===== config.mk =====
export PLATFORM = sky130hd
export DESIGN_NAME = sng_bank
export DESIGN_NICKNAME = d
export VERILOG_FILES = /design/src/rtl/sng_pkg.sv /design/src/rtl/sng_lfsr.sv /design/src/rtl/sng_bank.sv
export SDC_FILE = /design/constraint.sdc
export NUM_CORES = 1
export LEC_CHECK = 0
export CAP_MARGIN = 20
export CORE_AREA = 2 2 98 148
export CTS_CLUSTER_SIZE = 25
export DETAILED_ROUTE_END_ITERATION = 12
export DIE_AREA = 0 0 100 150
export DONT_BUFFER_PORTS = 1
export PLACE_DENSITY = 0.73
export SLEW_MARGIN = 20
export SYNTH_ARGS = -nofsm -noshare
export SYNTH_HDL_FRONTEND = slang
export SYNTH_SLANG_ARGS = --single-unit

===== constraint.sdc =====
create_clock -name i_clk_sng_bank -period 7.4 [get_ports i_clk_sng_bank]
set_input_delay 0.74 -clock i_clk_sng_bank [delete_from_list [all_inputs] [get_ports i_clk_sng_bank]]
set_output_delay 0.74 -clock i_clk_sng_bank [all_outputs]
set_load 0.02 [all_outputs]

===== src/rtl/sng_pkg.sv =====
// -----------------------------------------------------------------------------
// sng_pkg
// Shared types and constant helpers for the stochastic number generator bank:
//   - state_e     : generator FSM states
//   - lfsr_taps   : maximal-length Galois tap masks for widths 4..16
//   - width_mask  : all-ones mask of a given width
//   - lfsr_seed   : per-channel LFSR seed derivation
//   - bitrev      : reverse the low `len` bits of a value
// -----------------------------------------------------------------------------
package sng_pkg;

  localparam int unsigned MAX_W = 16;

  typedef enum logic [1:0] {
    IDLE = 2'd0,
    GEN  = 2'd1,
    DONE = 2'd2
  } state_e;

  // Right-shifting Galois masks; bit k set means polynomial term x^(k+1).
  function automatic logic [MAX_W-1:0] lfsr_taps(input int unsigned width);
    case (width)
      4:       return 16'h000C;
      5:       return 16'h0014;
      6:       return 16'h0030;
      7:       return 16'h0060;
      8:       return 16'h00B8;
      9:       return 16'h0110;
      10:      return 16'h0240;
      11:      return 16'h0500;
      12:      return 16'h0E08;
      13:      return 16'h1C80;
      14:      return 16'h3802;
      15:      return 16'h6000;
      default: return 16'hB400;
    endcase
  endfunction

  function automatic logic [MAX_W-1:0] width_mask(input int unsigned width);
    return (width >= MAX_W) ? '1 : MAX_W'((32'd1 << width) - 32'd1);
  endfunction

  // An all-zero Galois LFSR never leaves zero, so a zero seed becomes 1.
  function automatic logic [MAX_W-1:0] lfsr_seed(input int unsigned     width,
                                                 input logic [MAX_W-1:0] base,
                                                 input int unsigned     ch);
    logic [31:0]      prod;
    logic [MAX_W-1:0] s;
    prod = ch * 32'h3B;
    s    = (base ^ prod[MAX_W-1:0]) & width_mask(width);
    return (s == '0) ? 16'h0001 : s;
  endfunction

  // Full 16-bit reversal, then shift so that only the low `len` bits of v
  // end up reversed in the low `len` bits of the result.
  function automatic logic [MAX_W-1:0] bitrev(input logic [MAX_W-1:0] v,
                                              input logic [4:0]       len);
    logic [MAX_W-1:0] r;
    for (int i = 0; i < MAX_W; i++) r[i] = v[MAX_W-1-i];
    return r >> (5'(MAX_W) - len);
  endfunction

endpackage


===== src/rtl/sng_lfsr.sv =====
// -----------------------------------------------------------------------------
// sng_lfsr
// One right-shifting Galois LFSR.
//   clk_i   : clock (rising edge)
//   rst_ni  : asynchronous active-low reset, loads SEED
//   load_i  : reload SEED on the next edge (has priority over step_i)
//   step_i  : advance one position on the next edge
//   next_o  : value the register takes on the next edge (lets the parent
//             compute registered outputs from the upcoming state)
// -----------------------------------------------------------------------------
module sng_lfsr #(
  parameter int unsigned      WIDTH = 8,
  parameter logic [WIDTH-1:0] TAPS  = 8'hB8,
  parameter logic [WIDTH-1:0] SEED  = 8'h01
) (
  input  logic             clk_i,
  input  logic             rst_ni,
  input  logic             load_i,
  input  logic             step_i,
  output logic [WIDTH-1:0] next_o
);

  logic [WIDTH-1:0] state_q, state_d, stepped;

  always_comb begin
    stepped = state_q[0] ? ((state_q >> 1) ^ TAPS) : (state_q >> 1);
    // NOTE: default assignment first so every path drives state_d (no latch).
    state_d = state_q;
    if (load_i)      state_d = SEED;
    else if (step_i) state_d = stepped;
  end

  // NOTE: non-blocking in clocked blocks so all flops update from pre-edge values.
  always_ff @(posedge clk_i or negedge rst_ni) begin
    if (!rst_ni) state_q <= SEED;
    else         state_q <= state_d;
  end

  assign next_o = state_d;

endmodule


===== src/rtl/sng_bank.sv =====
// -----------------------------------------------------------------------------
// sng_bank
// DIM-channel binary-to-stochastic converter. Operands are accepted on a
// valid/ready handshake; each channel then emits one registered bit per cycle
// for 2^L cycles, bit = (truncated operand > r), where r is a bit-reversed
// counter or the top L bits of a per-channel Galois LFSR.
//   i_clk_sng_bank / i_rst_n_sng_bank : clock, async active-low reset
//   i_x_bn            : DIM operands, NUM_BIT each (two's complement if bipolar)
//   i_valid_sng_bank  : operands valid     o_ready_sng_bank : can accept
//   i_len_log2        : L (0 or > NUM_BIT means NUM_BIT), sampled at accept
//   i_mode_rng        : 0 counter, 1 LFSR   i_bipolar : bipolar encoding
//   i_stop_sng_bank   : abort stream / block acceptance
//   o_isgen, o_last, o_sn_bit : stream valid, final bit, per-channel bits
// -----------------------------------------------------------------------------
module sng_bank
  import sng_pkg::*;
#(
  parameter int unsigned        NUM_BIT = 8,
  parameter int unsigned        DIM     = 4,
  parameter logic [MAX_W-1:0]   SEED    = 16'h005A,
  localparam int unsigned       LW      = $clog2(NUM_BIT + 1)
) (
  input  logic                          i_clk_sng_bank,
  input  logic                          i_rst_n_sng_bank,
  input  logic [DIM-1:0][NUM_BIT-1:0]   i_x_bn,
  input  logic                          i_valid_sng_bank,
  output logic                          o_ready_sng_bank,
  input  logic [LW-1:0]                 i_len_log2,
  input  logic                          i_mode_rng,
  input  logic                          i_bipolar,
  input  logic                          i_stop_sng_bank,
  output logic                          o_isgen,
  output logic                          o_last,
  output logic [DIM-1:0]                o_sn_bit
);

  localparam logic [MAX_W-1:0]   TAPS16 = lfsr_taps(NUM_BIT);
  localparam logic [NUM_BIT-1:0] TAPS   = TAPS16[NUM_BIT-1:0];
  localparam logic [NUM_BIT-1:0] HALF   = {1'b1, {(NUM_BIT-1){1'b0}}};
  localparam logic [NUM_BIT-1:0] ONE    = 1;

  state_e                      state_q;
  logic [DIM-1:0][NUM_BIT-1:0] xt_q, xt_d, xu;
  logic [4:0]                  len_q, len_d, len_in, shift_d;
  logic                        mode_q, mode_d;
  logic [NUM_BIT-1:0]          cnt_q, cnt_d, cnt_max_d;
  logic                        accept, advance, gen_d, last_d;
  logic [DIM-1:0]              bit_d;
  logic [DIM-1:0][NUM_BIT-1:0] lfsr_next;
  logic [MAX_W-1:0]            rev16;
  logic [DIM-1:0][MAX_W-1:0]   r16;

  // Stop blocks acceptance; a stop on the last GEN cycle has no effect
  // because that edge already ends the stream.
  assign accept  = i_valid_sng_bank & o_ready_sng_bank & ~i_stop_sng_bank;
  assign advance = (state_q == GEN) & ~o_last & ~i_stop_sng_bank;
  assign gen_d   = accept | advance;

  // Everything below is the value for the *next* cycle, so the output flops
  // can be loaded on the same edge that latches operands or advances state.
  always_comb begin
    len_in = 5'(i_len_log2);
    if (len_in == 5'd0 || len_in > 5'(NUM_BIT)) len_in = 5'(NUM_BIT);

    len_d     = accept ? len_in : len_q;
    mode_d    = accept ? i_mode_rng : mode_q;
    shift_d   = 5'(NUM_BIT) - len_d;
    cnt_d     = accept ? '0 : (advance ? cnt_q + ONE : cnt_q);
    cnt_max_d = {NUM_BIT{1'b1}} >> shift_d;
    last_d    = gen_d & (cnt_d == cnt_max_d);
    rev16     = bitrev(MAX_W'(cnt_d), len_d);

    for (int c = 0; c < DIM; c++) begin
      // Adding 2^(NUM_BIT-1) maps two's complement onto offset binary.
      xu[c]    = i_bipolar ? i_x_bn[c] + HALF : i_x_bn[c];
      xt_d[c]  = accept ? (xu[c] >> shift_d) : xt_q[c];
      r16[c]   = mode_d ? MAX_W'(lfsr_next[c] >> shift_d) : rev16;
      bit_d[c] = gen_d & (MAX_W'(xt_d[c]) > r16[c]);
    end
  end

  for (genvar c = 0; c < DIM; c++) begin : g_lfsr
    localparam logic [MAX_W-1:0] SEED16 = lfsr_seed(NUM_BIT, SEED, c);
    sng_lfsr #(
      .WIDTH (NUM_BIT),
      .TAPS  (TAPS),
      .SEED  (SEED16[NUM_BIT-1:0])
    ) u_lfsr (
      .clk_i  (i_clk_sng_bank),
      .rst_ni (i_rst_n_sng_bank),
      .load_i (accept),
      .step_i (advance),
      .next_o (lfsr_next[c])
    );
  end

  always_ff @(posedge i_clk_sng_bank or negedge i_rst_n_sng_bank) begin
    if (!i_rst_n_sng_bank) begin
      state_q          <= IDLE;
      o_ready_sng_bank <= 1'b1;
      o_isgen          <= 1'b0;
      o_last           <= 1'b0;
      o_sn_bit         <= '0;
      cnt_q            <= '0;
      xt_q             <= '0;
      len_q            <= 5'(NUM_BIT);
      mode_q           <= 1'b0;
    end else begin
      o_isgen  <= gen_d;
      o_last   <= last_d;
      o_sn_bit <= bit_d;
      cnt_q    <= cnt_d;
      xt_q     <= xt_d;
      len_q    <= len_d;
      mode_q   <= mode_d;
      case (state_q)
        IDLE, DONE: begin
          if (accept) begin
            state_q          <= GEN;
            o_ready_sng_bank <= 1'b0;
          end else begin
            state_q          <= IDLE;
            o_ready_sng_bank <= 1'b1;
          end
        end
        GEN: begin
          if (o_last || i_stop_sng_bank) begin
            state_q          <= DONE;
            o_ready_sng_bank <= 1'b1;
          end
        end
        default: begin
          state_q          <= IDLE;
          o_ready_sng_bank <= 1'b1;
        end
      endcase
    end
  end

endmodule


==> flow_summary.json, run 1 <==
{
  "nets": 906,
  "crit_buf_inv": 2,
  "yosys.area_share.simple": 0.2100,
  "syn_nets": 955,
  "r2r_cells": 19,
  "run_status": "finished, final reports clean",
  "overflow": 0,
  "worstMarginPinSlew_ns": 1.176,
  "path_max_fanout": 30,
  "grt_max_degree": 88,
  "setup_tns_ns": 0,
  "htreeDepth": 3,
  "fmax_mhz": 194.9,
  "critPathMaxStageDelay_ns": 0.70,
  "dr.pass1.iters": 5,
  "cpLargestDelayFamily": "compound AO/OA/AOI/OAI gates",
  "area_growth_pct": 4.916,
  "crit_type": "reg -> reg",
  "synth_top_family_by_area": "compound AO/OA/AOI/OAI gates",
  "p_leak_nw": 3.198,
  "fin_worst_skew_ns": 0.009248,
  "die_area_sq_um": 15000,
  "die_w_microns": 100,
  "pwr_density_cell_nw_per_um2": 326.4,
  "synth_top_cell_by_area": "dfrtp_1",
  "drc": 0,
  "ys_ff_latch": 87,
  "pin_count": 49,
  "fill_cells": 1273,
  "setup_viol": 0,
  "synth_xor_area_frac": 0.03195,
  "cp.depth": 19,
  "top_usage_layer": "met2",
  "synth_edf_count": 0,
  "synth-async-reset-ratio": 1.000,
  "synth_seq_area_share": 0.3086,
  "critPathSlowestCell": "and2_1",
  "hold_violations": 0,
  "drv_slew": 0,
  "syn-instance-count": 879,
  "netlist.area_leader.share": 0.2423,
  "dp_hpwl_microns": 14750,
  "combPwrFrac": 0.513,
  "ys.flop_type": "dfrtp_1",
  "postSynthAreaPerCell_sq_um": 8.108,
  "ys_types": 74,
  "drtIter0Drc": 558,
  "synth-adder-area-share": 0.05969,
  "path_clk_slew_ns": 0.07,
  "grt_util_met3": 0.04064,
  "startpoint_type": "register",
  "cp_cell_sequence": "nand3b_1 -> nand2_1 -> o21a_1 -> ha_2 -> inv_1 -> a221o_1 -> o21ai_2 -> buf_4 -> and2_1 -> nand3_1 -> a31o_2 -> ha_1 -> a21o_1 -> a21oi_1 -> o21ai_0 -> a21oi_1 -> o21ai_0 -> o311ai_0 -> nor2_1",
  "peakVddDrop_uv": 171.2,
  "switchingPower_mw": 1.075,
  "initial_core_util": 0.5167,
  "ys_warn_count": 0,
  "grt_pass1_wl_microns": 34000,
  "antenna_found_initial": 0,
  "hp-class": "in -> async",
  "cp_data_arrival_time_ns": 5.33,
  "met2_usage": 0.4821,
  "seq_power_share": 0.289,
  "cp.required_ns": 7.60,
  "grt_pass1_vias": 6472,
  "fp.dieH_microns": 150,
  "switching_share": 0.4406,
  "ant_nets": 0,
  "cts_hold_buffers": 0,
  "whs_ns": 0.06805,
  "synth_area_leaders": "dfrtp_1, nand2_1, dfstp_2, mux2i_1, ha_1",
  "clock_latency_ns": 0.36,
  "stdcell_count": 1000,
  "cap_violations": 0,
  "cts_made_buffers": 9,
  "postCtsResizedCells": 0,
  "rsz0062_at_grt": "false",
  "totalWireLength_microns": 21070,
  "clockPowerShare": 0.197,
  "placed_cells": 984,
  "gp_congestion": 0.9582,
  "worst_slack_ns": 2.270,
  "total_power_mw": 2.440,
  "period_share": 0.6932,
  "vias": 6698,
  "synth_mux_area_frac": 0.09024,
  "cts_sinks": 87,
  "cts_tree": "done",
  "grt_usage": 0.2863,
  "num_antenna_cells": 0,
  "cts_setup_buffers": 0,
  "post-place-ws_ns": 2.133,
  "core_sq_um": 13790,
  "max_slew_margin": 0.2098,
  "row_count": 53,
  "viasPerCell": 6.698,
  "final_layout_size_suffix_gt1_frac": 0.09820,
  "intPower_mw": 1.365,
  "portBuffers": 0,
  "syn-cell-area_sq_um": 7127,
  "period_minus_slack_ns": 5.130,
  "clock-root-buffer": "clkbuf_16",
  "gr-usage-met1": 0.3603,
  "clockBufferDepth": 2,
  "critPathCaptureType": "register",
  "post_drt_wl_per_cell_microns": 21.07,
  "synth_compound_area_frac": 0.2526
}
## registers in the layout, indices dropped and copies added (netlist names)
name,count
g_lfsr.u_lfsr.state_q,32
len_q,5
cnt_q,8
o_sn_bit,4
state_q,2
o_isgen,1
o_ready_sng_bank,1
o_last,1
mode_q,1
xt_q,32
## final timing paths
kind                                              startpoint                                     to  slack (ns)
worst max-delay path            o_ready_sng_bank$_DFFE_PN1P_                  o_sn_bit[0]$_DFF_PN0_        2.27
worst min-delay path                        i_rst_n_sng_bank                      xt_q[0]$_DFF_PN0_        0.07
worst max register to register  o_ready_sng_bank$_DFFE_PN1P_                  o_sn_bit[0]$_DFF_PN0_        2.27
worst min register to register            xt_q[13]$_DFF_PN0_                     xt_q[13]$_DFF_PN0_        0.49
max in group asynchronous                   i_rst_n_sng_bank  g_lfsr[3].u_lfsr.state_q[1]$_DFF_PN1_        7.10
min in group i_clk_sng_bank               xt_q[13]$_DFF_PN0_                     xt_q[13]$_DFF_PN0_        0.49
## final cells by class
class	instances	area, sq um	area share
sequential	87	2200	0.2942
tap	165	206.4	0.02761
timing repair buffer	12	90.09	0.01205
multi-input combinational	707	4626	0.6186
inverter	13	48.80	0.006526
clock buffer	10	239.0	0.03196
clock inverter	6	67.56	0.009036
## synth_stat cells (8+ instances only)
cell and instances:
a21o_1 17, dfstp_2 18, nor3_1 26, xnor2_1 20, clkbuf_1 52, dfrtp_1 69
o22ai_1 10, o211ai_1 20, nand3_1 34, and3_1 12, nor2_1 42, a21oi_1 45
inv_1 12, o31ai_1 10, ha_1 34, o21ai_0 67, mux2_2 8, nand2_1 157
mux2i_1 44, buf_1 13, a211oi_1 12, a31oi_1 11
## power by group through the flow
stage / logic, mW / clock network, mW / registers [mW]
after global placement: 1.20 / 0 / 0.709
after CTS: 1.23 / 0.486 / 0.706
final: 1.25 / 0.482 / 0.706
after floorplan: 0.950 / 0 / 0.686
after global routing: 1.38 / 0.504 / 0.720
after detailed placement: 1.22 / 0 / 0.714
## stage by stage
step | utilization | area [sq um]
5_1_grt | 0.5421 | 7477
3_5_place_dp | 0.5199 | 7171
4_1_cts | 0.5421 | 7477
2_1_floorplan | - | 7127
6_report | 0.5421 | 7477
3_3_place_gp | 0.5199 | 7171
## cells by family after synthesis
| family | Yosys count |
|---|---|
| AO/OA/AOI/OAI | 267 |
| XOR/XNOR | 26 |
| adder cells (fa/ha/maj) | 34 |
| buffers and inverters | 85 |
| flip-flops | 87 |
| multiplexers | 57 |
| AND/OR/NAND/NOR | 323 |
## cells in the final DEF (no fill, tap or decap), drive strengths merged, types with 11 or more instances in the layout
cell	Yosys	final
a211oi	12	12
ha	34	34
and3	12	12
buf	20	12
nand2	157	157
a31oi	11	11
o211ai	20	20
nor3	26	26
o21ai	67	67
mux2i	44	44
a21oi	46	46
nor2	42	42
xnor2	20	20
inv	12	14
dfstp	18	18
nand3	35	35
a21o	17	17
dfrtp	69	69
## per-layer routing
| layer | vias to the layer above | wire length, microns |
|---|---|---|
| li1 | 3154 | - |
| met1 | 3217 | 8637 |
| met2 | 266 | 10360 |
| met3 | 61 | 1198 |
| met4 | 0 | 865 |
| met5 | - | 0 |
Power figures use the tool's default switching activity.
==> inputs of run 2 (changes only) <==
==> constraint.sdc (replaced) <==
create_clock -name i_clk_sng_bank -period 4.75 [get_ports i_clk_sng_bank]
set_input_delay 0.475 -clock i_clk_sng_bank [delete_from_list [all_inputs] [get_ports i_clk_sng_bank]]
set_output_delay 0.475 -clock i_clk_sng_bank [all_outputs]
set_load 0.02 [all_outputs]
==> flow_summary.json, run 2 (synthesis results as in run 1) <==
{
  "row_count": 53,
  "p_leak_nw": 3.291,
  "post_drt_wl_per_cell_microns": 21.47,
  "final_layout_size_suffix_gt1_frac": 0.1183,
  "r2r_cells": 18,
  "pwr_density_cell_nw_per_um2": 503.7,
  "hold_violations": 0,
  "initial_core_util": 0.5167,
  "rsz0062_at_grt": "false",
  "cp.required_ns": 4.96,
  "postPlaceCellArea_sq_um": 7318,
  "cap_violations": 0,
  "path_clk_slew_ns": 0.07,
  "gp_congestion": 0.9524,
  "core_sq_um": 13790,
  "fmax_mhz": 221.4,
  "period_minus_slack_ns": 4.517,
  "crit_top_cell": "o21ai_0",
  "cp_cell_sequence": "and3b_2 -> mux2i_4 -> buf_4 -> inv_1 -> buf_12 -> mux2_2 -> nor2_1 -> a311oi_1 -> a31oi_1 -> o21ai_0 -> ha_1 -> a21o_1 -> a21oi_1 -> o21ai_0 -> a21oi_1 -> o21ai_0 -> o311ai_0 -> nor2_1",
  "portBuffers": 0,
  "final_area_sq_um": 7631,
  "run_status": "finished, final reports clean",
  "r2r_slack_ns": 0.23,
  "setup_tns_ns": 0,
  "reg2reg_from": "o_ready_sng_bank$_DFFE_PN1P_",
  "clock_latency_ns": 0.35,
  "cts_tree": "done",
  "grt_pass1_wl_microns": 34960,
  "pin_count": 49,
  "setup_viol": 0,
  "final_common_cell": "nand2_1",
  "overflow": 0,
  "crit_type": "reg -> reg",
  "grt_usage": 0.2977,
  "total_power_mw": 3.844,
  "htreeDepth": 3,
  "path_max_fanout": 46,
  "nets": 925,
  "final_cell_mix": "nand2_1, dfrtp_1, o21ai_0, a21oi_1, mux2i_1",
  "hp-class": "in -> async",
  "vias": 6847,
  "critPathCaptureType": "register",
  "die_w_microns": 100,
  "grt_pass1_vias": 6640,
  "dp_hpwl_microns": 15780,
  "drtIter0Drc": 550,
  "drc": 0,
  "dr.pass1.iters": 5,
  "critPathMaxStageDelay_ns": 0.63,
  "fp.dieH_microns": 150,
  "period_share": 0.9509,
  "die_area_sq_um": 15000,
  "critPathSlowestCell": "dfstp_2",
  "totalWireLength_microns": 21880,
  "fin_worst_skew_ns": 0.006129,
  "ant_nets": 0,
  "cts_sinks": 87,
  "grt_max_degree": 88,
  "cp_data_arrival_time_ns": 4.73,
  "worstMarginPinSlew_ns": 0.8179,
  "viasPerCell": 6.719,
  "area_growth_pct": 7.075,
  "peakVddDrop_uv": 231.4,
  "startpoint_type": "register",
  "antenna_found_initial": 0,
  "drv_slew": 0,
  "clock-root-buffer": "clkbuf_16",
  "clockBufferDepth": 2,
  "num_antenna_cells": 0,
  "largestRegisters": "g_lfsr.u_lfsr.state_q x32, xt_q x32, cnt_q x8",
  "r2r_end": "o_sn_bit[2]$_DFF_PN0_",
  "cts_made_buffers": 9,
  "max_slew_margin": 0.4547
}
[run 2: critical path: cells and delay by family (launching register included)]
kind | cells | cell delay, ns
AOI/OAI and AO/OA | 9 | 1.50
adders and majority gates | 1 | 0.32
buffers and inverters | 3 | 0.95
DFF | 1 | 0.63
muxes | 2 | 0.54
and+or+nand+nor | 3 | 0.40
[run 2: what timing repair did]
| action | 4_1_cts | 5_1_grt |
|---|---|---|
| hold buffers | 1 | 0 |
| endpoints found under the setup margin | 0 | 3 |
| setup buffers | 0 | 0 |
| endpoints found under the hold margin | 87 | 0 |
| resized for setup | 0 | 4 |
[run 2: worst max path at each step]
| stage | slack, ns | endpoint | from | cells after the start |
|---|---|---|---|---|
| after global placement | 0.37 | o_sn_bit[3]$_DFF_PN0_ | o_ready_sng_bank$_DFFE_PN1P_ | 18 |
| after detailed placement | 0.31 | o_sn_bit[3]$_DFF_PN0_ | o_ready_sng_bank$_DFFE_PN1P_ | 18 |
| after global routing | 0.02 | o_sn_bit[2]$_DFF_PN0_ | o_ready_sng_bank$_DFFE_PN1P_ | 18 |
| final | 0.23 | o_sn_bit[2]$_DFF_PN0_ | o_ready_sng_bank$_DFFE_PN1P_ | 18 |
| after floorplan | 0.04 | o_sn_bit[2]$_DFF_PN0_ | i_stop_sng_bank | 24 |
| after CTS | 0.29 | o_sn_bit[2]$_DFF_PN0_ | o_ready_sng_bank$_DFFE_PN1P_ | 17 |
[run 2: through the flow]
step / utilization / cells / setup WS [ns] / hold WS (ns)
3_3_place_gp: 0.5306 / 1002 / 0.3687 / 0.1809
3_5_place_dp: 0.5306 / 1002 / 0.3112 / 0.1811
2_1_floorplan: - / 879 / 0.03619 / 0.1794
5_1_grt: 0.5532 / 1019 / 0.01898 / 0.05258
4_1_cts: 0.5523 / 1019 / 0.2925 / 0.05458
6_report: 0.5532 / 1019 / 0.2330 / 0.006007
[run 2: final cells by class]
class | count | area [sq um]
multi-input cells | 707 | 4634
clock inverters | 6 | 43.79
inverters | 13 | 48.80
repair buffers | 31 | 269.0
clock buffers | 10 | 229.0
well taps | 165 | 206.4
fillers | 1275 | 6162
flip-flops and latches | 87 | 2200
[run 2: power by group]
group | switching (mW) | leakage (nW) | internal, mW | total (mW)
clock | 0.324 | 0.134 | 0.359 | 0.683
sequential | 0.137 | 1.11 | 0.965 | 1.10
combinational | 1.26 | 2.05 | 0.795 | 2.06
[run 2: metal layers]
| metal | track usage | up-vias | share of wire |
|---|---|---|---|
| met1 | 0.3669 | 3251 | 0.39 |
| met3 | 0.03690 | 91 | 0.061 |
| met5 | 0 | - | 0 |
| met4 | 0.1534 | 0 | 0.051 |
| met2 | 0.5078 | 320 | 0.50 |
| li1 | - | 3185 | - |
==> inputs of run 3 (changes only) <==
--- a/config.mk
+++ b/config.mk
@@ -6,10 +6,11 @@
 export NUM_CORES = 1
 export LEC_CHECK = 0
 export CAP_MARGIN = 20
-export CORE_AREA = 2 2 98 148
+export CORE_AREA = 2 2 102 143
+export CTS_BUF_LIST = sky130_fd_sc_hd__clkbuf_4
 export CTS_CLUSTER_SIZE = 25
 export DETAILED_ROUTE_END_ITERATION = 12
-export DIE_AREA = 0 0 100 150
+export DIE_AREA = 0 0 104 145
 export DONT_BUFFER_PORTS = 1
 export PLACE_DENSITY = 0.73
 export SLEW_MARGIN = 20
==> flow_summary.json, run 3 (synthesis results as in run 1) <==
{
  "switchingPower_mw": 1.709,
  "crit_type": "reg -> reg",
  "run_status": "finished, final reports clean",
  "antenna_found_initial": 1,
  "overflow": 0,
  "peakVddDrop_uv": 249.2,
  "startpoint_type": "register",
  "totalWireLength_microns": 22010,
  "ant_nets": 0,
  "seq_power_share": 0.298,
  "pwr_density_cell_nw_per_um2": 486.1,
  "crit_top_cell": "o21ai_0",
  "gp_congestion": 0.9609,
  "period_minus_slack_ns": 4.479,
  "die_area_sq_um": 15080,
  "fp.dieH_microns": 145,
  "cp.required_ns": 5.08,
  "initial_core_util": 0.5171,
  "core_sq_um": 13780,
  "cp_data_arrival_time_ns": 4.81,
  "area_growth_pct": 6.443,
  "path_clk_slew_ns": 0.16,
  "dp_hpwl_microns": 16050,
  "gr-usage-met1": 0.3536,
  "hold_violations": 0,
  "htreeDepth": 3,
  "clock-root-buffer": "clkbuf_4",
  "cts_tree": "done",
  "final_common_cell": "nand2_1",
  "portBuffers": 0,
  "period_share": 0.9430,
  "crit_buf_inv": 3,
  "total_power_mw": 3.688,
  "vias": 6961,
  "setup_tns_ns": 0,
  "drc": 0,
  "grt_pass1_wl_microns": 35060,
  "largestRegisters": "g_lfsr.u_lfsr.state_q x32, xt_q x32, cnt_q x8",
  "stdcell_count": 1042,
  "combPwrFrac": 0.559,
  "met2_usage": 0.4934,
  "grt_max_degree": 88,
  "placed_cells": 1020,
  "critPathCaptureType": "register",
  "grt_pass1_vias": 6593,
  "cp_cell_sequence": "and3b_2 -> mux2i_4 -> buf_4 -> inv_1 -> buf_4 -> mux2_2 -> nor2_1 -> a311oi_1 -> a31oi_1 -> o21ai_0 -> ha_1 -> a21o_1 -> a21oi_1 -> o21ai_0 -> a21oi_1 -> o21ai_0 -> o311ai_0 -> nor2_1",
  "critPathSlowestCell": "dfstp_2",
  "top_usage_layer": "met2",
  "clockPowerShare": 0.143,
  "cpLargestDelayFamily": "compound AO/OA/AOI/OAI gates",
  "setup_viol": 0,
  "cap_violations": 0,
  "path_max_fanout": 46,
  "drv_slew": 0,
  "worstMarginPinSlew_ns": 0.7424,
  "grt_util_met3": 0.04088,
  "p_leak_nw": 3.261,
  "whs_ns": 0.1663,
  "final_util": 0.5504,
  "intPower_mw": 1.978,
  "max_slew_margin": 0.5030,
  "post_drt_wl_per_cell_microns": 21.12,
  "cts_sinks": 87,
  "nets": 927,
  "final_layout_size_suffix_gt1_frac": 0.1215,
  "dr.pass1.iters": 5,
  "viasPerCell": 6.680,
  "row_count": 51,
  "clockBufferDepth": 2,
  "fin_worst_skew_ns": 0.03032,
  "die_w_microns": 104,
  "hp-class": "in -> reg",
  "switching_share": 0.4636,
  "grt_usage": 0.2894,
  "drtIter0Drc": 644,
  "rsz0062_at_grt": "false",
  "final_cell_mix": "nand2_1, dfrtp_1, o21ai_0, a21oi_1, mux2i_1",
  "cts_made_buffers": 9,
  "critPathMaxStageDelay_ns": 0.64,
  "clock_latency_ns": 0.48,
  "fmax_mhz": 223.3,
  "pin_count": 49
}
==> run 3: changes by cell type in the layout (fill, tap and decap cells not counted), sizes merged <==
cell,previous run,this run
clkbuf,10,9
diode,0,1
dlygate4sd3,0,1
bufinv,0,2
buf,31,32
inv,15,14
==> run 3: power groups by stage <==
| stage | Combinational [mW] | Clock (mW) | Sequential [mW] |
|---|---|---|---|
| 3_3_place_gp | 1.95 | 0 | 1.11 |
| 5_1_grt | 2.26 | 0.557 | 1.13 |
| 3_5_place_dp | 1.97 | 0 | 1.12 |
| 6_report | 2.06 | 0.528 | 1.10 |
| 2_1_floorplan | 1.49 | 0 | 1.07 |
| 4_1_cts | 2.00 | 0.529 | 1.10 |
==> run 3: routing by layer <==
metal | wire length, microns | part of all wire
met2 | 10760 | 0.49
met4 | 1238 | 0.056
met5 | 0 | 0
met3 | 1334 | 0.061
met1 | 8670 | 0.39
==> run 3: repair_timing <==
action,CTS,global route
resized for setup,0,4
hold endpoints to repair,87,0
endpoints found under the setup margin,0,4
hold buffers,2,0
buffers inserted,0,3
==> run 3: final cells by class <==
type,count,area (sq um)
Clock inverter,7,112.6
Tap cell,185,231.5
Multi-Input combinational cell,707,4649
Inverter,13,48.80
Sequential cell,87,2200
Clock buffer,9,67.56
Antenna cell,1,2.502
Fill cell,1316,6197
Timing Repair Buffer,33,274.0
==> run 3: metrics by stage <==
stage / instance area (sq um) / worst slack [ns]
floorplan: 7151 / 0.03619
global placement: 7316 / 0.2114
detailed placement: 7316 / 0.1635
CTS: 7533 / 0.1456
global route: 7586 / 0.02389
finish: 7586 / 0.2708
==> run 3: worst register-to-register path, delay by kind of cell, from the launching register on <==
| family | cells | cell delay (ns) |
|---|---|---|
| mux | 2 | 0.57 |
| flops | 1 | 0.64 |
| buf+inv | 3 | 0.97 |
| compound gates | 9 | 1.43 |
| simple gates | 3 | 0.40 |
| fa+ha+maj | 1 | 0.33 |
==> run 3: final timing paths <==
check | startpoint | end | slack [ns] | cells past startpoint
max | o_ready_sng_bank$_DFFE_PN1P_ | o_sn_bit[3]$_DFF_PN0_ | 0.27 | 18
min | i_stop_sng_bank | state_q[1]$_DFFE_PN0P_ | 0.17 | 2
max reg2reg | o_ready_sng_bank$_DFFE_PN1P_ | o_sn_bit[3]$_DFF_PN0_ | 0.27 | 18
min reg2reg | xt_q[0]$_DFF_PN0_ | xt_q[0]$_DFF_PN0_ | 0.50 | 2
max in group asynchronous | i_rst_n_sng_bank | g_lfsr[0].u_lfsr.state_q[1]$_DFF_PN1_ | 3.78 | 2
min in group asynchronous | i_rst_n_sng_bank | g_lfsr[1].u_lfsr.state_q[7]$_DFF_PN0_ | 0.60 | 2
